--- config.mk ---
export PLATFORM = sky130hd
export DESIGN_NAME = hazard_unit
export DESIGN_NICKNAME = d
export VERILOG_FILES = /design/src/rtl/hazard_pkg.sv /design/src/rtl/hazard_unit_forward_sel.sv /design/src/rtl/hazard_unit.sv
export SDC_FILE = /design/constraint.sdc
export NUM_CORES = 1
export LEC_CHECK = 0
export ABC_CLOCK_PERIOD_IN_PS = 7100
export CORE_MARGIN = 2
export CORE_UTILIZATION = 49
export CTS_CLUSTER_SIZE = 20
export DETAILED_ROUTE_END_ITERATION = 10
export PLACE_DENSITY = 0.86
export SYNTH_ARGS = -nofsm -noshare
export SYNTH_HDL_FRONTEND = slang
export SYNTH_SLANG_ARGS = --single-unit
--- constraint.sdc ---
create_clock -name clk -period 7.1 [get_ports clk]
set_input_delay 1.065 -clock clk [delete_from_list [all_inputs] [get_ports clk]]
set_output_delay 1.065 -clock clk [all_outputs]
set_load 0.03 [all_outputs]
--- src/rtl/hazard_pkg.sv ---
// Shared types and encodings for the pipeline hazard unit.
package hazard_pkg;

  typedef enum logic {
    RUN      = 1'b0,
    MEM_WAIT = 1'b1
  } state_t;

  // Operand forward selects
  localparam logic [1:0] FWD_NONE = 2'b00;
  localparam logic [1:0] FWD_W    = 2'b01;
  localparam logic [1:0] FWD_M    = 2'b10;

  // ResultSrc encoding that marks a load in Execute
  localparam logic [1:0] RESULT_LOAD = 2'b01;

endpackage

--- src/rtl/hazard_unit_forward_sel.sv ---
// One ALU operand forward select: Memory-stage producer beats Writeback.
module forward_sel
  import hazard_pkg::*;
(
  input  logic [4:0] rs,
  input  logic [4:0] rd_m,
  input  logic [4:0] rd_w,
  input  logic       reg_write_m,
  input  logic       reg_write_w,
  output logic [1:0] fwd
);

  // Pick the youngest in-flight producer of rs; x0 is never forwarded.
  always_comb begin
    fwd = FWD_NONE;
    if (reg_write_m && (rd_m != 5'd0) && (rd_m == rs)) begin
      fwd = FWD_M;
    end else if (reg_write_w && (rd_w != 5'd0) && (rd_w == rs)) begin
      fwd = FWD_W;
    end
  end

endmodule

--- src/rtl/hazard_unit.sv ---
// Pipeline hazard unit: forwarding, load-use stall, branch flush,
// data-memory wait freeze with timeout flag, and performance counters.
module hazard_unit
  import hazard_pkg::*;
#(
  parameter int unsigned MEM_TIMEOUT = 255
) (
  input  logic        clk,
  input  logic        rst,
  input  logic [4:0]  Rs1D,
  input  logic [4:0]  Rs2D,
  input  logic [4:0]  Rs1E,
  input  logic [4:0]  Rs2E,
  input  logic [4:0]  RdE,
  input  logic [4:0]  RdM,
  input  logic [4:0]  RdW,
  input  logic        RegWriteM,
  input  logic        RegWriteW,
  input  logic [1:0]  ResultSrcE,
  input  logic        PCSrcE,
  input  logic        MemReqM,
  input  logic        MemAckM,
  output logic [1:0]  ForwardAE,
  output logic [1:0]  ForwardBE,
  output logic        StallF,
  output logic        StallD,
  output logic        StallE,
  output logic        StallM,
  output logic        FlushD,
  output logic        FlushE,
  output logic        FlushW,
  output logic [15:0] stall_cnt,
  output logic [15:0] flush_cnt,
  output logic        mem_err
);

  localparam logic [7:0] TIMEOUT = 8'(MEM_TIMEOUT);

  state_t     state_q;
  state_t     state_nxt;
  logic [7:0] wait_cnt;
  logic [1:0] fwd_a;
  logic [1:0] fwd_b;
  logic       lw_stall;
  logic       freeze;
  logic       branch_flush;

  function automatic logic [15:0] sat_inc16(input logic [15:0] v);
    return (v == 16'hFFFF) ? v : v + 16'd1;
  endfunction

  function automatic logic [7:0] sat_inc8(input logic [7:0] v);
    return (v == 8'hFF) ? v : v + 8'd1;
  endfunction

  forward_sel u_fwd_a (
    .rs          (Rs1E),
    .rd_m        (RdM),
    .rd_w        (RdW),
    .reg_write_m (RegWriteM),
    .reg_write_w (RegWriteW),
    .fwd         (fwd_a)
  );

  forward_sel u_fwd_b (
    .rs          (Rs2E),
    .rd_m        (RdM),
    .rd_w        (RdW),
    .reg_write_m (RegWriteM),
    .reg_write_w (RegWriteW),
    .fwd         (fwd_b)
  );

  // Load in Execute whose destination feeds the instruction in Decode.
  assign lw_stall = (ResultSrcE == RESULT_LOAD) && (RdE != 5'd0) &&
                    ((RdE == Rs1D) || (RdE == Rs2D));

  // Freeze covers the entry cycle too, so the stall lands before the
  // state register catches up; the ack cycle is already free-running.
  assign freeze = ((state_q == RUN) && MemReqM && !MemAckM) ||
                  ((state_q == MEM_WAIT) && !MemAckM);

  // A taken branch only flushes outside freeze; a held PCSrcE is picked up
  // on the first cycle freeze drops.
  assign branch_flush = !rst && !freeze && PCSrcE;

  // Memory-wait state register.
  always_ff @(posedge clk or posedge rst) begin
    if (rst) begin
      state_q <= RUN;
    end else begin
      state_q <= state_nxt;
    end
  end

  // Next-state: enter wait on an unacknowledged request, leave on ack.
  always_comb begin
    state_nxt = state_q;
    case (state_q)
      RUN:      if (MemReqM && !MemAckM) state_nxt = MEM_WAIT;
      MEM_WAIT: if (MemAckM)             state_nxt = RUN;
      default:                           state_nxt = RUN;
    endcase
  end

  // Stall/flush/forward outputs; reset forces bubbles everywhere.
  always_comb begin
    ForwardAE = fwd_a;
    ForwardBE = fwd_b;
    StallF    = 1'b0;
    StallD    = 1'b0;
    StallE    = 1'b0;
    StallM    = 1'b0;
    FlushD    = 1'b0;
    FlushE    = 1'b0;
    FlushW    = 1'b0;
    if (rst) begin
      ForwardAE = FWD_NONE;
      ForwardBE = FWD_NONE;
      FlushD    = 1'b1;
      FlushE    = 1'b1;
      FlushW    = 1'b1;
    end else if (freeze) begin
      StallF = 1'b1;
      StallD = 1'b1;
      StallE = 1'b1;
      StallM = 1'b1;
      FlushW = 1'b1;
    end else if (PCSrcE) begin
      FlushD = 1'b1;
      FlushE = 1'b1;
    end else if (lw_stall) begin
      StallF = 1'b1;
      StallD = 1'b1;
      FlushE = 1'b1;
    end
  end

  // Wait counter clears in RUN and counts MEM_WAIT cycles; the timeout
  // flag is sticky and never influences the FSM.
  always_ff @(posedge clk or posedge rst) begin
    if (rst) begin
      wait_cnt <= 8'd0;
      mem_err  <= 1'b0;
    end else if (state_q == MEM_WAIT) begin
      wait_cnt <= sat_inc8(wait_cnt);
      if (sat_inc8(wait_cnt) == TIMEOUT) begin
        mem_err <= 1'b1;
      end
    end else begin
      wait_cnt <= 8'd0;
    end
  end

  // Saturating performance counters for stall and branch-flush cycles.
  always_ff @(posedge clk or posedge rst) begin
    if (rst) begin
      stall_cnt <= 16'd0;
      flush_cnt <= 16'd0;
    end else begin
      if (StallF) begin
        stall_cnt <= sat_inc16(stall_cnt);
      end
      if (branch_flush) begin
        flush_cnt <= sat_inc16(flush_cnt);
      end
    end
  end

endmodule

==> impl_metrics.env <==
export IMPL_first_pass_iters=4
export IMPL_final_cell_mix="87 x clkdlybuf4s50_1, 42 x dfrtp_1, 35 x xor2_1"
export IMPL_dieArea_sq_um=5740
export IMPL_r2r_worst_path_cells=6
export IMPL_grt_use_total=0.224
export IMPL_crit_arrival_ns=4.01
export IMPL_reg2reg_to="stall_cnt[15]"
export IMPL_power_density_nw_per_um2=204
export IMPL_syn_avg_cell_area_sq_um=10.1
export IMPL_worst_endpoint_required_ns=6.03
export IMPL_htreeDepth=2
export IMPL_drtIter0Drc=90
export IMPL_grt_start_max_net_pins=49
export IMPL_power_leakage_nw=1.47
export IMPL_post_route_drc_count=0
export IMPL_drv_cap=0
export IMPL_async_flop_share=1.00
export IMPL_cts_hold_fix_buffers=0
export IMPL_crit_path_max_fanout=48
export IMPL_cts_sinks=42
export IMPL_syn_nets=298
export IMPL_drt_total_wl_um=5910
export IMPL_die_h_um=75.8
export IMPL_endpoint_kind="output port"
export IMPL_start_util=0.500
export IMPL_diodes=0
export IMPL_seq_area_frac_synth=0.416
export IMPL_routabilityCongestion=0.827
export IMPL_clkLatencyLatePin_ns=0.29
export IMPL_final_common_cell="clkdlybuf4s50_1"
export IMPL_p_clk_frac=0.208
export IMPL_numCtsBuffers=5
export IMPL_ir_worst_vdd_mv=0.203
export IMPL_pwr_share_seq=0.441
export IMPL_dp_cells=403
export IMPL_fin_ws_ns=2.03
export IMPL_final_util=0.700
export IMPL_setup_tns_ns=0
export IMPL_clock_skew_final_ns=0.00484
export IMPL_ioPinCount=88
export IMPL_preCtsSetupSlack_ns=1.95
export IMPL_setup_viol=0
export IMPL_wl_per_cell_um=14.5
export IMPL_synth_distinct_cells=46
export IMPL_ys_seq_elements=42
export IMPL_routed_via_density=5.42
export IMPL_max_slew_margin=0.353
export IMPL_finalHoldViolCount=0
export IMPL_switching_share=0.353
export IMPL_yosys_most_used_dff="dfrtp_1"
export IMPL_final_cells=409
export IMPL_drive_gt1_frac=0.0560
export IMPL_reg2reg_slack_ns=4.79
export IMPL_fin_crit_ns=5.07
export IMPL_syn_inst=251
export IMPL_core_area_sq_um=5040
export IMPL_post_cts_setup_buffer_count=0
export IMPL_p_sw_w=0.000255
export IMPL_fin_crit_sh=0.714
export IMPL_syn_area_sq_um=2520
export IMPL_via_count=2216
export IMPL_p_int_w=0.000466
export IMPL_hold_path_startpoint="stall_cnt[7]"
export IMPL_root_buffer="clkbuf_8"
export IMPL_antenna_left=0
export IMPL_setup_worst_path_start="rst"
export IMPL_critPathKind="input pin to output port"
export IMPL_cp_start_kind="input pin"
export IMPL_worst_pin_slew_ns=0.968
export IMPL_hold_path_class="flop to flop"
export IMPL_cts_tree="built"
export IMPL_yosysWarnings=0
export IMPL_status="finished clean"
export IMPL_grt_setup_unrepaired="false"
export IMPL_layout_nets=387
export IMPL_drv_slew=0
export IMPL_ctsResizeCount=0
export IMPL_power_frac_comb=0.351
export IMPL_clk_path_buf_depth=2
export IMPL_grt_antenna_before_repair=0
export IMPL_portBuffers=87
export IMPL_clk_pin_slew_ns=0.07
export IMPL_synth_enable_flop_cells=0
export IMPL_dp_hpwl_um=4600
export IMPL_area_growth_pct=40.0
export IMPL_rows=26
export IMPL_overflow=0
export IMPL_timing_rr_start="state_q"
export IMPL_grt_pass1_wl_um=9790
export IMPL_clock_fmax_ghz=0.197
export IMPL_crit_path_end="ForwardAE[0]"
export IMPL_grt_pass1_vias=2198
export IMPL_die_w_um=75.8
## metrics by stage
step / total power [W] / hold WS (ns) / cell area [sq um]
6_report: 0.000721 / 0.485 / 3530
5_1_grt: 0.000757 / 0.500 / 3530
4_1_cts: 0.000726 / 0.491 / 3530
3_5_place_dp: 0.000574 / 0.478 / 3450
3_3_place_gp: 0.000566 / 0.469 / 3450
2_1_floorplan: 0.000454 / 0.457 / 2520
## cell families (layout without fill, tap and decap cells)
kind of cell	Yosys count	count (layout)	synth area share
AND/OR/NAND/NOR	108	108	0.251
buffers and inverters	11	99	0.0233
adder cells (fa/ha/maj)	3	3	0.0149
flip-flops	42	42	0.416
XOR/XNOR	61	61	0.212
AO/OA/AOI/OAI	22	22	0.0640
multiplexers	4	4	0.0183
## layer usage
layer / wire length [um] / track usage / share of wire
met5: 0 / 0 / 0
met3: 362 / 0.0635 / 0.061
met1: 2400 / 0.268 / 0.41
met2: 3040 / 0.390 / 0.51
met4: 102 / 0.0663 / 0.017
## synthesized netlist by cell type, types with 2 or more instances
library cell | instances | area (sq um)
dfrtp_1 | 42 | 1050
xor2_1 | 35 | 307
xnor2_1 | 26 | 228
nand2_1 | 17 | 63.8
nand3_1 | 16 | 80.1
nor2_1 | 16 | 60.1
nand4_1 | 12 | 75.1
nor3_1 | 12 | 60.1
and3_1 | 11 | 68.8
o21ai_0 | 6 | 30.0
inv_1 | 5 | 18.8
or4_1 | 4 | 30.0
a21oi_1 | 3 | 15.0
a31oi_1 | 3 | 18.8
ha_1 | 3 | 37.5
nor4_1 | 3 | 18.8
nor4_2 | 3 | 37.5
and2_1 | 2 | 12.5
buf_2 | 2 | 10.0
buf_4 | 2 | 15.0
mux2i_1 | 2 | 20.0
nor2b_1 | 2 | 12.5
## state kept, by name, indices dropped and copies added, names as in the netlist
register   count
wait_cnt       8
flush_cnt     16
mem_err        1
state_q        1
stall_cnt     16
## critical path: stages
cell	delay, ns
clkdlybuf4s50_1	0.50
inv_2	0.74
o211ai_1	0.22
or4_1	0.57
nor4_1	0.19
clkdlybuf4s50_1	0.72
## area by class of cell
type,count,area [sq um]
clock buffer,6,82.6
fill,395,1510
inverter,5,18.8
multi-input combinational,198,1410
sequential,42,1050
tap,70,87.6
timing repair buffer,88,878
## worst min-delay path by stage
stage                   endpoint  slack (ns)  depth (start not counted)
global placement         mem_err        0.47                          1
floorplan            wait_cnt[6]        0.46                          1
CTS                 stall_cnt[7]        0.49                          1
detailed placement       mem_err        0.48                          1
global route             mem_err        0.50                          1
finish              stall_cnt[7]        0.48                          1
## power by group through the flow
stage	clock network [W]	logic [W]	registers, W
global route	0.000164	0.000271	0.000322
finish	0.000150	0.000253	0.000318
global placement	0	0.000247	0.000318
detailed placement	0	0.000253	0.000321
floorplan	0	0.0000833	0.000371
CTS	0.000154	0.000255	0.000317
(Power assumes the default switching activity.)
==> edit: new RTL, same flow settings <==
Reset style: synchronous (`rst`), changed in 3 clocked blocks.
--- a/src/rtl/hazard_unit.sv
+++ b/src/rtl/hazard_unit.sv
@@ -85,7 +85,7 @@
   assign branch_flush = !rst && !freeze && PCSrcE;
 
   // Memory-wait state register.
-  always_ff @(posedge clk or posedge rst) begin
+  always_ff @(posedge clk) begin
     if (rst) begin
       state_q <= RUN;
     end else begin
@@ -138,7 +138,7 @@
 
   // Wait counter clears in RUN and counts MEM_WAIT cycles; the timeout
   // flag is sticky and never influences the FSM.
-  always_ff @(posedge clk or posedge rst) begin
+  always_ff @(posedge clk) begin
     if (rst) begin
       wait_cnt <= 8'd0;
       mem_err  <= 1'b0;
@@ -153,7 +153,7 @@
   end
 
   // Saturating performance counters for stall and branch-flush cycles.
-  always_ff @(posedge clk or posedge rst) begin
+  always_ff @(posedge clk) begin
     if (rst) begin
       stall_cnt <= 16'd0;
       flush_cnt <= 16'd0;
Behaviour: differs if rst is asserted again (counterexample within 4 cycles, from zero or initial values and one cycle with rst high); with rst held inactive, the same outputs for 10 cycles.
==> edit against the original RTL <==
  * Non-clock buffer count did not move
  * Sequential cell count did not move
  * Critical path depth rose by 1
  * Critical endpoint unchanged
  * Wire length rose by 10%
  * Area after synthesis rose by 1.3%
  * Sequential share of layout area fell by 6.2 points
  * Clock skew rose by 4.7 ps
  * Via count rose by 18%
  * Cell area rose by 0.99%
  * Setup slack improved by 280 ps
Power is not compared: it rests on default switching activity, and its combinational part moved more than twofold at a synthesized area within 25%.
==> edit: results (changes against the original RTL) <==
Worst Skew: 9.58 ps (was 4.84 ps)
Critical R2R Launch: stall_cnt[0] (was state_q)
Hold WC Path Type: flop to flop (unchanged)
Fillers: 443 (was 395)
clock root buffer: clkbuf_8 (unchanged)
status: complete, no violations (unchanged)
R2R setup slack: 4920 ps (was 4790 ps)
share of the yosys chip area belonging to registers: 32.9% (was 41.6%)
Met1 Wirelength: 2740 um (was 2400 um)
ranking of synthesized cells by area: dfxtp_1 (33%), xnor2_1 (8.6%), xor2_1 (6.5%) (was dfrtp_1 (42%), xor2_1 (12%), xnor2_1 (9.0%))
number of global-route vias before repair: 2479 (was 2198)
Clock transition at path regs: 90 ps (was 70 ps)
hold depth: 2 (was 1)
fin area: 0.00357 mm2 (was 0.00353 mm2)
Least-Margin Pin Slew: 702 ps (was 968 ps)
library cells used by synthesis: 50 (was 46)
Post-DP Area: 0.00343 mm2 (was 0.00345 mm2)
crit path max fanout: 35 (was 48)
initial antenna violation count: 0 (unchanged)
worst r2r path cells: 7 (was 6)
layout cells sized above 1: 4.63% (was 5.60%)
Iter 0 DRT Violations: 87 (was 90)
Hold Path Sink: stall_cnt[7] (unchanged)
met3 wire length: 357 um (was 362 um)
Async SR Flop Fraction: 0% (was 100%)
top_reg_cell synth: dfxtp_1 (was dfrtp_1)
Synth Warn #: 0 (unchanged)
Mapped Nets: 354 (was 298)
data arrival time of the worst path: 3720 ps (was 4010 ps)
top cells by count, synth: dfxtp_1 (42), nor2_1 (29), nand2_1 (28) (was dfrtp_1 (42), xor2_1 (35), xnor2_1 (26))
nets: 435 (was 387)
Vias/cell: 5.71 (was 5.42)
Routed Wire Length: 6530 um (was 5910 um)
first-pass GRT wire length: 10900 um (was 9790 um)
met2 wire len: 3290 um (was 3040 um)
All-Layer GR Usage: 22.3% (was 22.4%)
Post-synth EDFFs: 0 (unchanged)
Worst Hold Launch: stall_cnt[7] (unchanged)
top sig layer: met4 (unchanged)
Worst R2R End: stall_cnt[6] (was stall_cnt[15])
Peak VDD IR: 0.0939 mV
clk_lat worst skew: 300 ps
Final HPWL DP: 4880 um (was 4600 um)
slowest stage delay, CP: 720 ps (was 740 ps)
RePlAce Congestion: 0.834 (was 0.827)
Slowest cell on crit path: clkdlybuf4s50_1 (was inv_2)
Leak: 0.00118 uW
largest net degree at the start of global routing: 36 (was 49)
[edit: logic make-up after synthesis]
family,synth area share [%]
simple gates,30.5
compound gates,15.6
xor+xnor,15.1
flops,32.9
buf+inv,3.92
fa+ha+maj,1.47
mux,0.587
[edit: worst max-delay path by stage]
stage	startpoint	slack (ps)	endpoint	depth (start not counted)
after floorplan	RdM[0]	3050	ForwardAE[0]	4
after global placement	rst	2320	ForwardAE[0]	7
after detailed placement	rst	2330	ForwardAE[0]	7
after CTS	rst	2320	ForwardAE[0]	7
after global routing	rst	2010	ForwardAE[0]	7
final	rst	2310	ForwardAE[0]	7
[edit: metal layers]
layer / GRT usage, % / vias to the layer above
li1: - / 1302
met1: 25.7 / 1227
met2: 39.2 / 76
met3: 5.33 / 14
met4: 9.82 / 0
met5: 0 / -
[edit: area by class of cell]
cell class | instances | share of cell area (%)
flip-flops and latches | 42 | 23.6
clock buffers | 5 | 1.93
clock inverters | 3 | 1.93
multi-input cells | 249 | 45.3
well taps | 70 | 2.46
repair buffers | 88 | 24.6
inverters | 2 | 0.210
[edit: power by group]
group	total, uW	leakage [uW]	switching [uW]	internal (uW)
registers	239	0.000339	2.25	237
logic	86.3	0.000771	42.3	44.1
clock network	228	0.0000683	87.0	141
total	553	0.00118	132	422
[edit: worst max-delay path, delay by kind of cell]
| kind | cells | cell delay, ps |
|---|---|---|
| and+or+nand+nor | 2 | 750 |
| AOI/OAI and AO/OA | 1 | 170 |
| buffers and inverters | 4 | 1720 |
[edit: metrics by stage]
stage | std cells | hold WS, ps | worst slack [ps] | total power, uW
2_1_floorplan | 307 | 446 | 3050 | 292
5_1_grt | 459 | 528 | 2010 | 575
6_report | 459 | 515 | 2310 | 553
3_5_place_dp | 451 | 490 | 2330 | 331
3_3_place_gp | 451 | 468 | 2320 | 329
4_1_cts | 459 | 503 | 2320 | 558
